## config.mk

```make
export PLATFORM = sky130hd
export DESIGN_NAME = spi_slave_if
export DESIGN_NICKNAME = d
export VERILOG_FILES = /design/src/rtl/spi_ram_pkg.sv /design/src/rtl/spi_shift_reg.sv /design/src/rtl/spi_slave_if.sv
export SDC_FILE = /design/constraint.sdc
export NUM_CORES = 1
export LEC_CHECK = 0
export ABC_AREA = 1
export BUFFER_PORTS_ARGS = -buffer_cell sky130_fd_sc_hd__clkbuf_2
export CORE_MARGIN = 2
export CORE_UTILIZATION = 55
export DETAILED_ROUTE_END_ITERATION = 6
export PLACE_DENSITY = 0.76
export SLEW_MARGIN = 25
export SYNTH_ARGS = -nofsm -noshare
export SYNTH_HDL_FRONTEND = slang
export SYNTH_SLANG_ARGS = --single-unit
```

## constraint.sdc

```tcl
create_clock -name clk -period 1.6 [get_ports clk]
set_input_delay 0.08 -clock clk [delete_from_list [all_inputs] [get_ports clk]]
set_output_delay 0.08 -clock clk [all_outputs]
set_load 0.05 [all_outputs]
```

## src/rtl/spi_ram_pkg.sv

```systemverilog
// Shared definitions for the SPI-to-RAM slave: FSM encoding and command codes.
package spi_ram_pkg;

    typedef enum logic [2:0] {
        IDLE,
        CHK_CMD,
        WRITE,
        READ_ADD,
        READ_DATA
    } state_t;

    // Two-bit command prefix carried in rx_data[DATA_W+1:DATA_W].
    localparam logic [1:0] WR_ADDR = 2'b00;
    localparam logic [1:0] WR_DATA = 2'b01;
    localparam logic [1:0] RD_ADDR = 2'b10;
    localparam logic [1:0] RD_DATA = 2'b11;

endpackage

```

## src/rtl/spi_shift_reg.sv

```systemverilog
// Serial/parallel datapath for the SPI slave: MOSI frame assembly and MISO
// read-data serialisation. Sequencing is decided by the FSM in the top.
module spi_shift_reg #(
    parameter int DATA_W = 8
) (
    input  logic              clk,
    input  logic              rst_n,
    input  logic              rx_start,   // first (command MSB) bit of a frame
    input  logic              rx_en,      // shift one further frame bit
    input  logic              rx_last,    // this shift completes the frame
    input  logic              mosi,
    input  logic              tx_load,    // capture read data and emit its MSB
    input  logic              tx_abort,   // slave deselected: silence MISO
    input  logic [DATA_W-1:0] tx_data,
    output logic [DATA_W+1:0] rx_data,
    output logic              miso
);

    localparam int CNT_W = $clog2(DATA_W + 1);

    // Holds every frame bit except the one arriving on the completing cycle.
    logic [DATA_W:0]      rx_sr;
    logic [DATA_W-1:0]    tx_sr;
    logic [CNT_W-1:0]     tx_cnt;

    // Frame assembly; rx_data only updates when a whole frame has arrived.
    always_ff @(posedge clk or negedge rst_n) begin
        if (!rst_n) begin
            rx_sr   <= '0;
            rx_data <= '0;
        end else if (rx_start) begin
            rx_sr <= {{DATA_W{1'b0}}, mosi};
        end else if (rx_en) begin
            rx_sr <= {rx_sr[DATA_W-1:0], mosi};
            if (rx_last)
                rx_data <= {rx_sr, mosi};
        end
    end

    // Read-data serialiser: MSB appears the cycle after load, then one lower
    // bit per cycle; MISO returns to 0 once the last bit has been shown.
    always_ff @(posedge clk or negedge rst_n) begin
        if (!rst_n) begin
            tx_sr  <= '0;
            tx_cnt <= '0;
            miso   <= 1'b0;
        end else if (tx_abort) begin
            tx_sr  <= '0;
            tx_cnt <= '0;
            miso   <= 1'b0;
        end else if (tx_load) begin
            miso   <= tx_data[DATA_W-1];
            tx_sr  <= {tx_data[DATA_W-2:0], 1'b0};
            tx_cnt <= CNT_W'(DATA_W - 1);
        end else if (tx_cnt != '0) begin
            miso   <= tx_sr[DATA_W-1];
            tx_sr  <= {tx_sr[DATA_W-2:0], 1'b0};
            tx_cnt <= tx_cnt - 1'b1;
        end else begin
            miso <= 1'b0;
        end
    end

endmodule

```

## src/rtl/spi_slave_if.sv

```systemverilog
// SPI slave front-end for a single-port RAM. Receives DATA_W+2 bit frames
// (2-bit command + address/data), strobes them to the RAM, and returns read
// data on MISO after a read-data frame.
module spi_slave_if
    import spi_ram_pkg::*;
#(
    parameter int DATA_W = 8
) (
    input  logic              clk,
    input  logic              rst_n,
    input  logic              MOSI,
    input  logic              SS_n,
    input  logic [DATA_W-1:0] tx_data,
    input  logic              tx_valid,
    output logic              MISO,
    output logic [DATA_W+1:0] rx_data,
    output logic              rx_valid
);

    localparam int CNT_W = $clog2(DATA_W + 1);

    state_t           state, state_nxt;
    logic [CNT_W-1:0] bit_cnt;
    logic             frame_done;    // full frame received, waiting for SS_n rise
    logic             tx_taken;      // read data already latched this frame
    logic             rd_addr_done;  // a read address is pending its data frame

    logic             in_body;
    logic             rx_start, rx_en, rx_last, tx_load;

    assign in_body  = (state == WRITE) || (state == READ_ADD) || (state == READ_DATA);
    assign rx_start = (state == CHK_CMD) && !SS_n;
    assign rx_en    = in_body && !SS_n && !frame_done;
    assign rx_last  = rx_en && (bit_cnt == '0);
    assign tx_load  = (state == READ_DATA) && frame_done && !tx_taken && tx_valid && !SS_n;

    // State register.
    always_ff @(posedge clk or negedge rst_n) begin
        if (!rst_n)
            state <= IDLE;
        else
            state <= state_nxt;
    end

    // Next-state: deselect always wins; the body state is chosen by the first
    // bit and whether a read address is outstanding.
    always_comb begin
        state_nxt = state;
        if (SS_n) begin
            state_nxt = IDLE;
        end else begin
            case (state)
                IDLE:    state_nxt = CHK_CMD;
                CHK_CMD: begin
                    if (MOSI == WR_ADDR[1])
                        state_nxt = WRITE;
                    else if (rd_addr_done)
                        state_nxt = READ_DATA;
                    else
                        state_nxt = READ_ADD;
                end
                default: state_nxt = state;
            endcase
        end
    end

    // Frame bookkeeping: bit counter, completion, one-shot strobe, read flag.
    always_ff @(posedge clk or negedge rst_n) begin
        if (!rst_n) begin
            bit_cnt      <= '0;
            frame_done   <= 1'b0;
            tx_taken     <= 1'b0;
            rx_valid     <= 1'b0;
            rd_addr_done <= 1'b0;
        end else begin
            rx_valid <= rx_last;
            if (SS_n) begin
                bit_cnt    <= '0;
                frame_done <= 1'b0;
                tx_taken   <= 1'b0;
            end else if (rx_start) begin
                bit_cnt    <= CNT_W'(DATA_W);
                frame_done <= 1'b0;
                tx_taken   <= 1'b0;
            end else begin
                if (rx_en && bit_cnt != '0)
                    bit_cnt <= bit_cnt - 1'b1;
                if (rx_last)
                    frame_done <= 1'b1;
                if (tx_load)
                    tx_taken <= 1'b1;
            end
            if (rx_last && state == READ_ADD)
                rd_addr_done <= 1'b1;
            else if (rx_last && state == READ_DATA)
                rd_addr_done <= 1'b0;
        end
    end

    spi_shift_reg #(.DATA_W(DATA_W)) u_shift (
        .clk      (clk),
        .rst_n    (rst_n),
        .rx_start (rx_start),
        .rx_en    (rx_en),
        .rx_last  (rx_last),
        .mosi     (MOSI),
        .tx_load  (tx_load),
        .tx_abort (SS_n),
        .tx_data  (tx_data),
        .rx_data  (rx_data),
        .miso     (MISO)
    );

endmodule

```

=== Word level (Yosys, flattened, before mapping) ===
Index checks and enable logic that the tools add are counted.
W data, S select, Z words.

* Flip-flop bits (word level): 43
* Bits in latches: 0
* Memory bits (writable): 0
* Bits in read-only memories: 0
* Bits of input ports: 13
* Output and inout port bits: 12
* Word-level logic and storage cells: 72
* Memories: 0

* $add $sub $neg: 2
* Multiply operators: 0
* Div/mod/pow operators: 0
* $lt $le $gt $ge: 0
* Equality and inequality tests: 4
* Shift-type cells: 0
* Mux-type cells: 26
* Bitwise operators: 1
* Reductions and logical operators: 28

{| class="wikitable"
|+ Operators by type and width
! operator !! number
|-
| $mux W4 || 6
|-
| $mux W8 || 3
|-
| $mux W9 || 2
|-
| $reduce_bool A3 Y1 || 5
|-
| $logic_and A1 B1 Y1 || 11
|-
| $mux W1 || 11
|-
| $mux W3 || 3
|-
| $reduce_bool A4 Y1 || 2
|-
| $sub A4 B1 Y4 const B || 2
|-
| $eq A3 B2 Y1 const B || 2
|-
| $pmux W3 S2 || 1
|-
| $logic_not A4 Y1 || 1
|-
| $reduce_bool A2 Y1 || 2
|-
| $eq A3 B1 Y1 const B || 1
|-
| $eq A3 B3 Y1 const B || 1
|-
| $logic_not A1 Y1 || 3
|-
| $logic_not A3 Y1 || 1
|-
| $reduce_and A3 Y1 || 1
|-
| $logic_or A1 B1 Y1 || 2
|-
| $not A1 Y1 || 1
|}

=== Logic depth before layout (Yosys ltp) ===
Gate-level depths: netlist (run 1).

* Depth in word-level cells: 9
* Gate-level depth with buffers: 9
* Gate-level depth less buffers: 8

=== Hierarchy ===
Synthesis (run 1) repeated with hierarchy kept, for this count alone.

* Cells, all modules: 234
* Area total of the unflattened synthesis: 2006.9 um^2

{| class="wikitable"
|+ By module, submodules not included
! module !! instances !! cells an instance !! area each (um^2) !! sequential area each (um^2)
|-
| spi_shift_reg || 1 || 157 || 1385.1 || 775.7
|-
| spi_slave_if || 1 || 77 || 621.8 || 275.3
|}

=== Worst setup path before layout (run 1) ===
Ideal clock, no wire load.

* Kind: register to register
* From: register bit_cnt[0]
* To: register rd_addr_done
* Library setup time: 0.120 ns
* Arrival time: 1.180 ns
* Data required time: 1.480 ns
* Setup slack: 0.300 ns
* Cell stages (with the launch flop): 9
* Period minus slack after synthesis: 1.300 ns
* Cells stage by stage: dfrtp_1 > inv_1 > ha_1 > nand3_1 > inv_1 > nand3_2 > buf_6 > o21ai_1 > nand2_1

* Cells in the longest elaborated chain, start to end: 4

{| class="wikitable"
|+ RTL lines
! item !! RTL line !! RTL
|-
| from (decl) || spi_slave_if.sv:23 || <nowiki>logic [CNT_W-1:0] bit_cnt;</nowiki>
|-
| from (signal assigned) || spi_slave_if.sv:82 || <nowiki>bit_cnt <= CNT_W'(DATA_W);</nowiki>
|-
| from (signal assigned) || spi_slave_if.sv:87 || <nowiki>bit_cnt <= bit_cnt - 1'b1;</nowiki>
|-
| $logic_not A4 Y1 * || spi_slave_if.sv:34 || <nowiki>assign rx_last = rx_en && (bit_cnt == '0);</nowiki>
|-
| $logic_and A1 B1 Y1 * || spi_slave_if.sv:34 ||
|-
| $logic_and A1 B1 Y1 (on tied branches) || spi_slave_if.sv:93, spi_slave_if.sv:95 ||
|-
| $mux W1 or $reduce_bool A2 Y1 (tied branches) || -- ||
|-
| to (signal assigned) || spi_slave_if.sv:74 || <nowiki>rd_addr_done <= 1'b0;</nowiki>
|-
| to (signal assigned) || spi_slave_if.sv:94 || <nowiki>rd_addr_done <= 1'b1;</nowiki>
|-
| to (signal assigned) || spi_slave_if.sv:96 || <nowiki>rd_addr_done <= 1'b0;</nowiki>
|-
| to (decl) || spi_slave_if.sv:26 || <nowiki>logic rd_addr_done;</nowiki>
|}

Mark *: on every way between the ends. The rest lies on a longest branch, timed or not.
A chain may end at the register's enable or synchronous reset.

=== Worst setup path after layout (run 1) ===
* From: register u_shift.tx_cnt[0]
* To: register u_shift.tx_sr[7]

* Cells in the longest elaborated chain, start to end: 2

{| class="wikitable"
|+ RTL lines
! item !! RTL line !! RTL
|-
| from (decl) || spi_shift_reg.sv:24 || <nowiki>logic [CNT_W-1:0] tx_cnt;</nowiki>
|-
| from (signal assigned) || spi_shift_reg.sv:54 || <nowiki>tx_cnt <= CNT_W'(DATA_W - 1);</nowiki>
|-
| from (signal assigned) || spi_shift_reg.sv:58 || <nowiki>tx_cnt <= tx_cnt - 1'b1;</nowiki>
|-
| $reduce_bool A4 Y1 || spi_shift_reg.sv:55 || <nowiki>end else if (tx_cnt != '0) begin</nowiki>
|-
| $reduce_bool A3 Y1 (no line) || -- ||
|-
| to (signal assigned) || spi_shift_reg.sv:53 || <nowiki>tx_sr <= {tx_data[DATA_W-2:0], 1'b0};</nowiki>
|-
| to (signal assigned) || spi_shift_reg.sv:57 || <nowiki>tx_sr <= {tx_sr[DATA_W-2:0], 1'b0};</nowiki>
|-
| to (decl) || spi_shift_reg.sv:23 || <nowiki>logic [DATA_W-1:0] tx_sr;</nowiki>
|}

No other way between the ends.

==> flow_summary_export.csv, run 1 <==
group,metric,value,unit
synthesis,syn_avg_cell_area,8.50,um2
cts,root_buffer,"clkbuf_4",
sta,max_slew.worst_pin.slew,505,ps
finish,final_area,2280,um2
drt,first_iter_violations,70,
pwr,leakagePower,1.23,nW
floorplan,core,3390,um2
finish,final_nets,283,
cts,cts.htree.levels,2,
outcome,outcome,"finished clean",
sta,holdWs,16.4,ps
min_path,hp-class,"input port to flip-flop",
floorplan,die_h,63.9,um
cts,cts.sink_count,42,
critical_path,worstSetupPathType,"flip-flop to flip-flop",
placement,placed_area,2160,um2
synthesis,synth-seq-area-share,53.3,%
synthesis,synth-main-ff-cell,"dfrtp_1",
finish,utilization,67.2,%
synthesis,syn_area,1970,um2
cts,cts_tree,"built",
placement,gp_congestion,0.796,
floorplan,pin_count,25,
sta,fin_crit,1390,ps
grt,grt_pass1_wl,6400,um
finish,n_antenna_cell,0,
synthesis,synth_edf_count,0,
drt,first_pass_iters,4,
finish,n_fill_cell,281,
critical_path,critical_path_arrival,1690,ps
floorplan,initial_core_util,58.2,%
sta,slew_headroom,66.3,%
drt,vias,1594,
grt,antenna_found_initial,0,
cts,cts_inserted_buffers,5,
floorplan,die_x,63.9,um
drt,ant_nets,0,
drt,wl_per_cell,11.5,um
drt,drc_errors,0,
floorplan,dieArea,4080,um2
run,cap_violations,0,
cts,ctsLongestPathBuffers,2,
critical_path,cp-end-kind,"flip-flop",
placement,place_hpwl,2590,um
synthesis,synth_fp_nets,247,
finish,regArea,1050,um2
pwr,irDropWorstVdd,1.11,mV
pwr,power_density,1740,nW/um2
floorplan,row_count,21,
sta,tns,0,ps
drt,viasPerCell,5.06,
sta,max_freq,722,MHz
cts,cts_hold_buf,4,
finish,drive_gt1_share,17.8,%
synthesis,ys_seq_elements,42,
cts,postCtsSetupRepairBufs,0,
grt,grt_pass1_vias,1472,
cts,clk_transition_reported_paths,120,ps
sta,setup_violations,0,
synthesis,synth.distinct_cells,24,
grt,grt_usage,20.5,%
cts,clk_latency,360,ps
sta,skew,7.77,ps
finish,multi_input_area,723,um2
placement,io_buffers,24,
sta,hold_viol,0,
sta,report.final.slew_viol_count,0,
drt,drt-total-wl,3640,um
pwr,total_power,3.96,mW
sta,rsz0062_at_grt,"no",
synthesis,async_flop_share,100,%
grt,grt_max_degree,43,
grt,grt-ovfl-total,0,
cts,post_cts_resize_count,0,
synthesis,yosys_warnings,0,
synthesis,netlist_instances,232,
critical_path,critPathRequiredTime,1900,ps
sta,period_share,86.6,%
finish,syn_to_final_growth,15.5,%
critical_path,start_kind,"flip-flop",
critical_path,critPathMaxFanout,7,
-- cell usage after synthesis (3+ instances only) --
| library cell | count | share of area (%) |
|---|---|---|
| nand2_1 | 64 | 12 |
| dfrtp_1 | 42 | 53 |
| inv_1 | 34 | 6.5 |
| nand3_1 | 28 | 7.1 |
| o21ai_0 | 13 | 3.3 |
| o22ai_1 | 8 | 2.5 |
| nor2_1 | 7 | 1.3 |
| a21oi_1 | 5 | 1.3 |
| buf_4 | 4 | 1.5 |
| nor3_1 | 4 | 1.0 |
| buf_6 | 3 | 1.7 |
-- kinds of logic (layout without fill, tap and decap cells) --
kind of cell / count (synthesis) / count (layout) / synth area share [%]
DFF: 42 / 42 / 53.3
buffers and inverters: 43 / 80 / 10.1
and+or+nand+nor: 114 / 114 / 26.4
adders and majority gates: 2 / 2 / 1.27
AOI/OAI and AO/OA: 28 / 28 / 7.61
xor gates and xnor gates: 3 / 3 / 1.33
-- report_power, final --
group | internal, mW | total (mW) | switching [mW]
Sequential | 1.39 | 1.58 | 0.189
Combinational | 0.558 | 1.71 | 1.15
Clock | 0.330 | 0.674 | 0.344
-- metal layers --
metal	share of wire (%)	global-route usage (%)	routed length, um	up-vias
li1	-	-	-	815
met1	48	27.2	1740	730
met2	45	32.0	1650	39
met3	4.7	4.93	170	10
met4	2.1	8.97	77	0
met5	0	0	0	-
-- per-stage QoR --
step	worst slack (ps)	instances
4_1_cts	211	315
3_5_place_dp	221	303
3_3_place_gp	257	303
5_1_grt	83.6	315
6_report	214	315
2_1_floorplan	300	232
-- registers in the layout, summed over array words and instances (netlist names), 3 cells and up --
signal	count
bit_cnt	4
state	3
u_shift.tx_cnt	4
u_shift.rx_data	10
u_shift.rx_sr	9
u_shift.tx_sr	7
-- cell usage in the layout (no fill, tap or decap) --
cell / instances
clkinvlp_4: 1
xnor2_1: 1
a21oi_1: 5
o21ai_1: 2
nand4_1: 1
inv_1: 34
nand3_4: 1
nor2_2: 1
nand3_1: 28
inv_2: 2
nor3_1: 4
o22ai_1: 8
bufinv_16: 1
xor2_1: 2
nand2_1: 64
nand3_2: 2
nor2_1: 7
clkbuf_1: 1
nand3b_1: 2
o21ai_0: 13
buf_4: 7
buf_12: 1
dfrtp_1: 42
clkbuf_2: 24
clkbuf_4: 5
nand2_2: 2
nor2_4: 1
or2_0: 1
dlygate4sd3_1: 4
ha_1: 2
-- path summary, 6_finish.rpt --
path	depth (start not counted)	startpoint	slack [ps]	end
worst max register to register	8	u_shift.tx_cnt[0]	210	u_shift.tx_sr[7]
min in group asynchronous	3	rst_n	300	u_shift.rx_data[6]
worst min-delay path	2	SS_n	20	state[2]
max in group asynchronous	3	rst_n	950	u_shift.miso
worst max-delay path	8	u_shift.tx_cnt[0]	210	u_shift.tx_sr[7]
worst min register to register	2	u_shift.tx_sr[5]	490	u_shift.tx_sr[5]
-- critical path, stage by stage (launching register included) --
cell	delay, ps
dfrtp_1	420
inv_1	70
ha_1	180
nand2_1	80
inv_1	110
nand3_4	130
inv_1	180
nand2_1	90
nand2_1	70
-- cell type report --
class | count | share of cell area, %
timing repair buffer | 36 | 10.2
multi-input combinational | 147 | 31.7
tap | 46 | 2.53
clock inverter | 2 | 1.65
clock buffer | 6 | 1.81
inverter | 36 | 5.93
sequential | 42 | 46.1
Power figures use the tool's default switching activity.
==> run 2: changes to the inputs <==
Settings changed: CORE_MARGIN 2 to 5, PLACE_DENSITY 0.76 to default, PLACE_DENSITY_LB_ADDON from default to 0.3.
==> run 2 against run 1 <==
  * Final cell count did not move
  * Count of clock-buffer cells in the layout is 1 lower
  * Fmax fell by 6.2%
  * First-iteration DRC count up 16%
  * Routed wire length up 7.0%
  * Register-to-register slack worse by 90 ps
  * Global-route usage fell by 3.4 points
  * Hold slack worse by 1.2 ps
  * Setup slack worse by 92 ps
  * Largest power group unchanged
==> flow_summary_export.csv, run 2 (synthesis gave the netlist of run 1 again) <==
group,metric,value,unit
placement,placed_area,2150,um2
sta,fin_crit,1480,ps
critical_path,crit_path_top_delay_cell,"dfrtp_1",
cts,root_buffer,"clkbuf_4",
pwr,p_seq_share,41.1,%
placement,place_inst,302,
sta,max_slew.worst_pin.slew,517,ps
finish,n_antenna_cell,0,
critical_path,worstSetupStartpoint,"bit_cnt[0]",
critical_path,path_buf_inv,4,
drt,ant_nets,0,
drt,first_pass_iters,4,
critical_path,cp-end-kind,"flip-flop",
pwr,p_clk_share,14.6,%
grt,grt_max_degree,43,
finish,final_cell_mix,"64 x nand2_1, 42 x dfrtp_1, 34 x inv_1",
critical_path,critical_path_arrival,1780,ps
floorplan,pin_count,25,
critical_path,path_common_cell,"inv_1",
grt,grt_pass1_vias,1452,
pwr,irDropWorstVdd,1.03,mV
critical_path,ff2ff_path_depth,9,
sta,finalWorstSetupSlack,122,ps
grt,antenna_found_initial,0,
cts,clk_transition_reported_paths,130,ps
grt,grt-ovfl-total,0,
cts,cts.sink_count,42,
sta,skew,12.8,ps
critical_path,critPathMaxFanout,18,
pwr,sw_frac_of_total,45.2,%
critical_path,crit_family,"buffers and inverters",
finish,drive_gt1_share,17.8,%
critical_path,critPathRequiredTime,1910,ps
cts,ctsLongestPathBuffers,2,
sta,hold_viol,0,
placement,pre_cts_ws,152,ps
critical_path,start_kind,"flip-flop",
sta,setup_violations,0,
pwr,combinationalPowerShare,44.3,%
placement,gp_congestion,0.792,
finish,final_nets,283,
drt,vias,1578,
cts,cts_inserted_buffers,5,
min_path,hp-class,"input port to flip-flop",
drt,drt-total-wl,3890,um
floorplan,die_h,69.9,um
placement,place_hpwl,2810,um
cts,cts_tree,"built",
floorplan,dieArea,4890,um2
finish,largest_reg_flops,10,
grt,grt_pass1_wl,6710,um
cts,cts.htree.levels,2,
cts,postCtsSetupRepairBufs,0,
pwr,power_density,1700,nW/um2
drt,drc_errors,0,
floorplan,row_count,21,
critical_path,r2r_end,"rd_addr_done",
sta,max_freq,677,MHz
critical_path,critPathMaxStageDelay,380,ps
critical_path,crit_chain,"inv_1, ha_1, nand3_1, inv_1, nand3_2, buf_12, inv_1, nand2_1, nand2_1",
drt,viasPerCell,5.01,
cts,clk_latency,370,ps
finish,largest-register,"u_shift.rx_data",
critical_path,reg2reg_setup_slack,120,ps
outcome,outcome,"finished clean",
run,cap_violations,0,
floorplan,die_x,69.9,um
pwr,intPower,2.11,mW
sta,slew_headroom,65.5,%
finish,final_common_cell,"nand2_1",
drt,wl_per_cell,12.3,um
critical_path,worstSetupPathType,"flip-flop to flip-flop",
sta,rsz0062_at_grt,"no",
pwr,leakagePower,1.22,nW
grt,grt_usage,17.1,%
finish,reg_top3,"u_shift.rx_data: 10 flops, u_shift.rx_sr: 9 flops, u_shift.tx_sr: 7 flops",
placement,io_buffers,24,
finish,stdcell_count,315,
floorplan,initial_core_util,57.8,%
sta,tns,0,ps
finish,syn_to_final_growth,14.8,%
critical_path,cp-endpoint,"rd_addr_done",
critical_path,cp.depth,9,
sta,period_share,92.4,%
pwr,p_sw,1.74,mW
critical_path,r2r_start,"bit_cnt[0]",
sta,report.final.slew_viol_count,0,
floorplan,core,3420,um2
drt,first_iter_violations,81,
finish,final_area,2260,um2
-- run 2: cell types whose count changed in the layout (fill, tap and decap cells not counted), sizes merged --
| cell | change |
|---|---|
| bufinv | -1 |
| inv | +1 |
| dlygate4sd3 | +1 |
| buf | -1 |
| clkbuf | -1 |
| clkinv | +1 |
-- run 2: through the flow --
stage               util [%]  hold slack [ps]  power [mW]
floorplan                  -             -216        2.88
global placement        63.0              173        3.25
detailed placement      63.0              179        3.30
CTS                     66.0             8.42        3.88
global route            66.3             12.2        4.15
finish                  66.3             15.2        3.85
-- run 2: routing by layer --
layer | wire, um | track usage (%) | up-vias
met2 | 1860 | 26.8 | 17
met1 | 1850 | 22.6 | 737
li1 | - | - | 815
met4 | 78 | 7.02 | 0
met3 | 99 | 4.45 | 9
met5 | 0 | 0 | -
-- run 2: worst min-delay path by stage --
stage	startpoint	endpoint	slack, ps	depth (start not counted)
2_1_floorplan	rst_n	bit_cnt[0]	-220	0
3_3_place_gp	rst_n	u_shift.rx_data[5]	170	2
3_5_place_dp	rst_n	u_shift.rx_data[5]	180	2
4_1_cts	tx_data[5]	u_shift.tx_sr[6]	8	5
5_1_grt	tx_data[5]	u_shift.tx_sr[6]	10	5
6_report	tx_data[5]	u_shift.tx_sr[6]	20	5
-- run 2: final cells by class --
cell class | instances | area (um2)
Clock inverter | 3 | 25.0
Sequential cell | 42 | 1050
Tap cell | 46 | 57.6
Clock buffer | 5 | 37.5
Multi-Input combinational cell | 147 | 723
Inverter | 36 | 135
Fill cell | 311 | 1150
Timing Repair Buffer | 36 | 235
-- run 2: tightest hold or removal path: cells and delay by family --
family / cells / cell delay (ps)
buffers and inverters: 2 / 110
AND/OR/NAND/NOR: 3 / 170
-- run 2: timing repair --
action	4_1_cts	5_1_grt
endpoints found under the hold margin	46	1
gates resized for setup	0	0
setup endpoints to repair	0	0
hold buffers	4	1
-- run 2: power by group through the flow --
stage	Sequential, mW	Clock, mW	Combinational [mW]
after floorplan	1.97	0	0.908
after global routing	1.63	0.626	1.90
after CTS	1.58	0.578	1.72
final	1.58	0.562	1.71
after global placement	1.59	0	1.66
after detailed placement	1.60	0	1.71
==> run 3: changes to the inputs <==
Settings changed: GPL_TIMING_DRIVEN from default to 0.
==> run 3 against run 2 <==
  * Sequential power about the same
  * Non-clock buffer count decreased by 1
  * Clock skew decreased by 3.4 ps
  * Largest power group unchanged
  * Critical path depth decreased by 1
  * Register-to-register slack improved by 50 ps
  * Sequential share of layout area decreased by 0.28 points
  * Global-route usage about the same
  * Setup slack improved by 53 ps
  * Count of clock-buffer cells in the layout unchanged
  * Via count increased by 1.0%
==> flow_summary_export.csv, run 3 (synthesis gave the netlist of run 1 again) <==
group,metric,value,unit
cts,clk_transition_reported_paths,130,ps
placement,pre_cts_ws,120,ps
pwr,sw_frac_of_total,43.5,%
critical_path,r2r_start,"bit_cnt[0]",
floorplan,dieArea,4890,um2
cts,cts_inserted_buffers,5,
outcome,outcome,"finished clean",
placement,io_buffers,23,
sta,max_freq,702,MHz
floorplan,initial_core_util,57.8,%
pwr,p_clk_share,17.4,%
drt,ant_nets,0,
pwr,combinationalPowerShare,42.6,%
drt,first_iter_violations,74,
drt,drt-total-wl,3850,um
placement,gp_congestion,0.801,
drt,vias,1594,
floorplan,row_count,21,
sta,skew,9.42,ps
min_path,worstHoldStart,"tx_data[5]",
sta,fin_crit,1420,ps
critical_path,critPathMaxFanout,10,
cts,cts_tree,"built",
critical_path,start_kind,"flip-flop",
sta,setup_violations,0,
pwr,total_power,3.95,mW
sta,finalWorstSetupSlack,175,ps
grt,antenna_found_initial,0,
cts,root_buffer,"clkbuf_4",
cts,cts.sink_count,42,
grt,grt-ovfl-total,0,
grt,grt_usage,17.1,%
pwr,power_density,1730,nW/um2
min_path,min_path_cells,5,
cts,postCtsSetupRepairBufs,0,
finish,largest_reg_flops,10,
finish,largest-register,"u_shift.rx_data",
critical_path,ff2ff_path_depth,8,
pwr,intPower,2.23,mW
finish,syn_to_final_growth,15.5,%
grt,grt_max_degree,43,
pwr,irDropWorstVdd,1.11,mV
finish,drive_gt1_share,18.3,%
sta,period_share,89.0,%
sta,report.final.slew_viol_count,0,
pwr,p_sw,1.72,mW
sta,rsz0062_at_grt,"no",
critical_path,critical_path_arrival,1680,ps
sta,slew_headroom,40.5,%
drt,drc_errors,0,
grt,grt_pass1_wl,6860,um
sta,hold_viol,0,
cts,ctsLongestPathBuffers,2,
min_path,min_to,"u_shift.tx_sr[6]",
drt,first_pass_iters,4,
finish,final_nets,282,
floorplan,die_h,69.9,um
drt,viasPerCell,5.08,
floorplan,core,3420,um2
critical_path,r2r_end,"rd_addr_done",
placement,place_hpwl,2800,um
pwr,leakagePower,1.22,nW
pwr,p_seq_share,40.0,%
sta,holdWs,33.9,ps
grt,grt_pass1_vias,1512,
finish,n_antenna_cell,0,
finish,n_fill_cell,279,
min_path,hp-class,"input port to flip-flop",
critical_path,critPathRequiredTime,1860,ps
drt,wl_per_cell,12.3,um
sta,max_slew.worst_pin.slew,892,ps
critical_path,worstSetupPathType,"flip-flop to flip-flop",
sta,tns,0,ps
floorplan,die_x,69.9,um
finish,utilization,66.7,%
finish,reg_top3,"u_shift.rx_data: 10 flops, u_shift.rx_sr: 9 flops, u_shift.tx_sr: 7 flops",
run,cap_violations,0,
critical_path,reg2reg_setup_slack,180,ps
critical_path,cp-end-kind,"flip-flop",
floorplan,pin_count,25,
cts,cts.htree.levels,2,
finish,final_common_cell,"nand2_1",
finish,final_cell_mix,"64 x nand2_1, 42 x dfrtp_1, 32 x inv_1",
cts,clk_latency,350,ps
==> run 3: worst max path at each step <==
stage,endpoint,from,cells past startpoint,slack (ps)
after detailed placement,u_shift.tx_sr[4],u_shift.tx_cnt[0],8,120
after floorplan,rd_addr_done,bit_cnt[0],8,300
after CTS,u_shift.tx_sr[4],u_shift.tx_cnt[0],8,90
after global routing,rd_addr_done,bit_cnt[0],8,20
after global placement,u_shift.tx_sr[5],u_shift.tx_cnt[0],8,120
final,rd_addr_done,bit_cnt[0],8,180
==> run 3: critical path: stages, from the launching register on <==
cell	delay, ps
dfrtp_1	380
inv_1	130
ha_1	200
nand3_1	110
inv_1	80
nand3_2	100
buf_6	160
o21ai_1	110
nand2_1	60
==> run 3: what timing repair did <==
action | in CTS | in global routing
endpoints found under the hold margin | 49 | 0
hold buffers | 5 | 0
setup endpoints to repair | 0 | 7
resized for setup | 0 | 2
==> run 3: area by class of cell <==
| cell class | instances | area (um2) | share of cell area, % |
|---|---|---|---|
| multi-input cells | 147 | 723 | 31.7 |
| clock inverters | 3 | 45.0 | 1.98 |
| repair buffers | 28 | 165 | 7.25 |
| well taps | 46 | 57.6 | 2.53 |
| inverters | 36 | 135 | 5.93 |
| plain buffers | 7 | 63.8 | 2.80 |
| clock buffers | 5 | 37.5 | 1.65 |
| flip-flops and latches | 42 | 1050 | 46.1 |
==> run 3: power by group through the flow <==
stage | clock, mW | sequential (mW) | combinational [mW]
finish | 0.685 | 1.58 | 1.68
global route | 0.743 | 1.63 | 1.90
CTS | 0.692 | 1.58 | 1.68
detailed placement | 0 | 1.60 | 1.67
global placement | 0 | 1.58 | 1.63
floorplan | 0 | 1.97 | 0.908
==> run 3: through the flow <==
step,std cells,instance area (um2)
global route,314,2280
CTS,314,2280
global placement,301,2150
detailed placement,301,2150
finish,314,2280
floorplan,232,1970
==> run 3: layer usage <==
metal	GRT usage [%]	wire, um	up-vias	part of all wire (%)
met5	0	0	-	0
li1	-	-	807	-
met1	24.6	1870	745	49
met4	4.68	45	0	1.2
met2	26.3	1790	35	46
met3	3.59	146	7	3.8
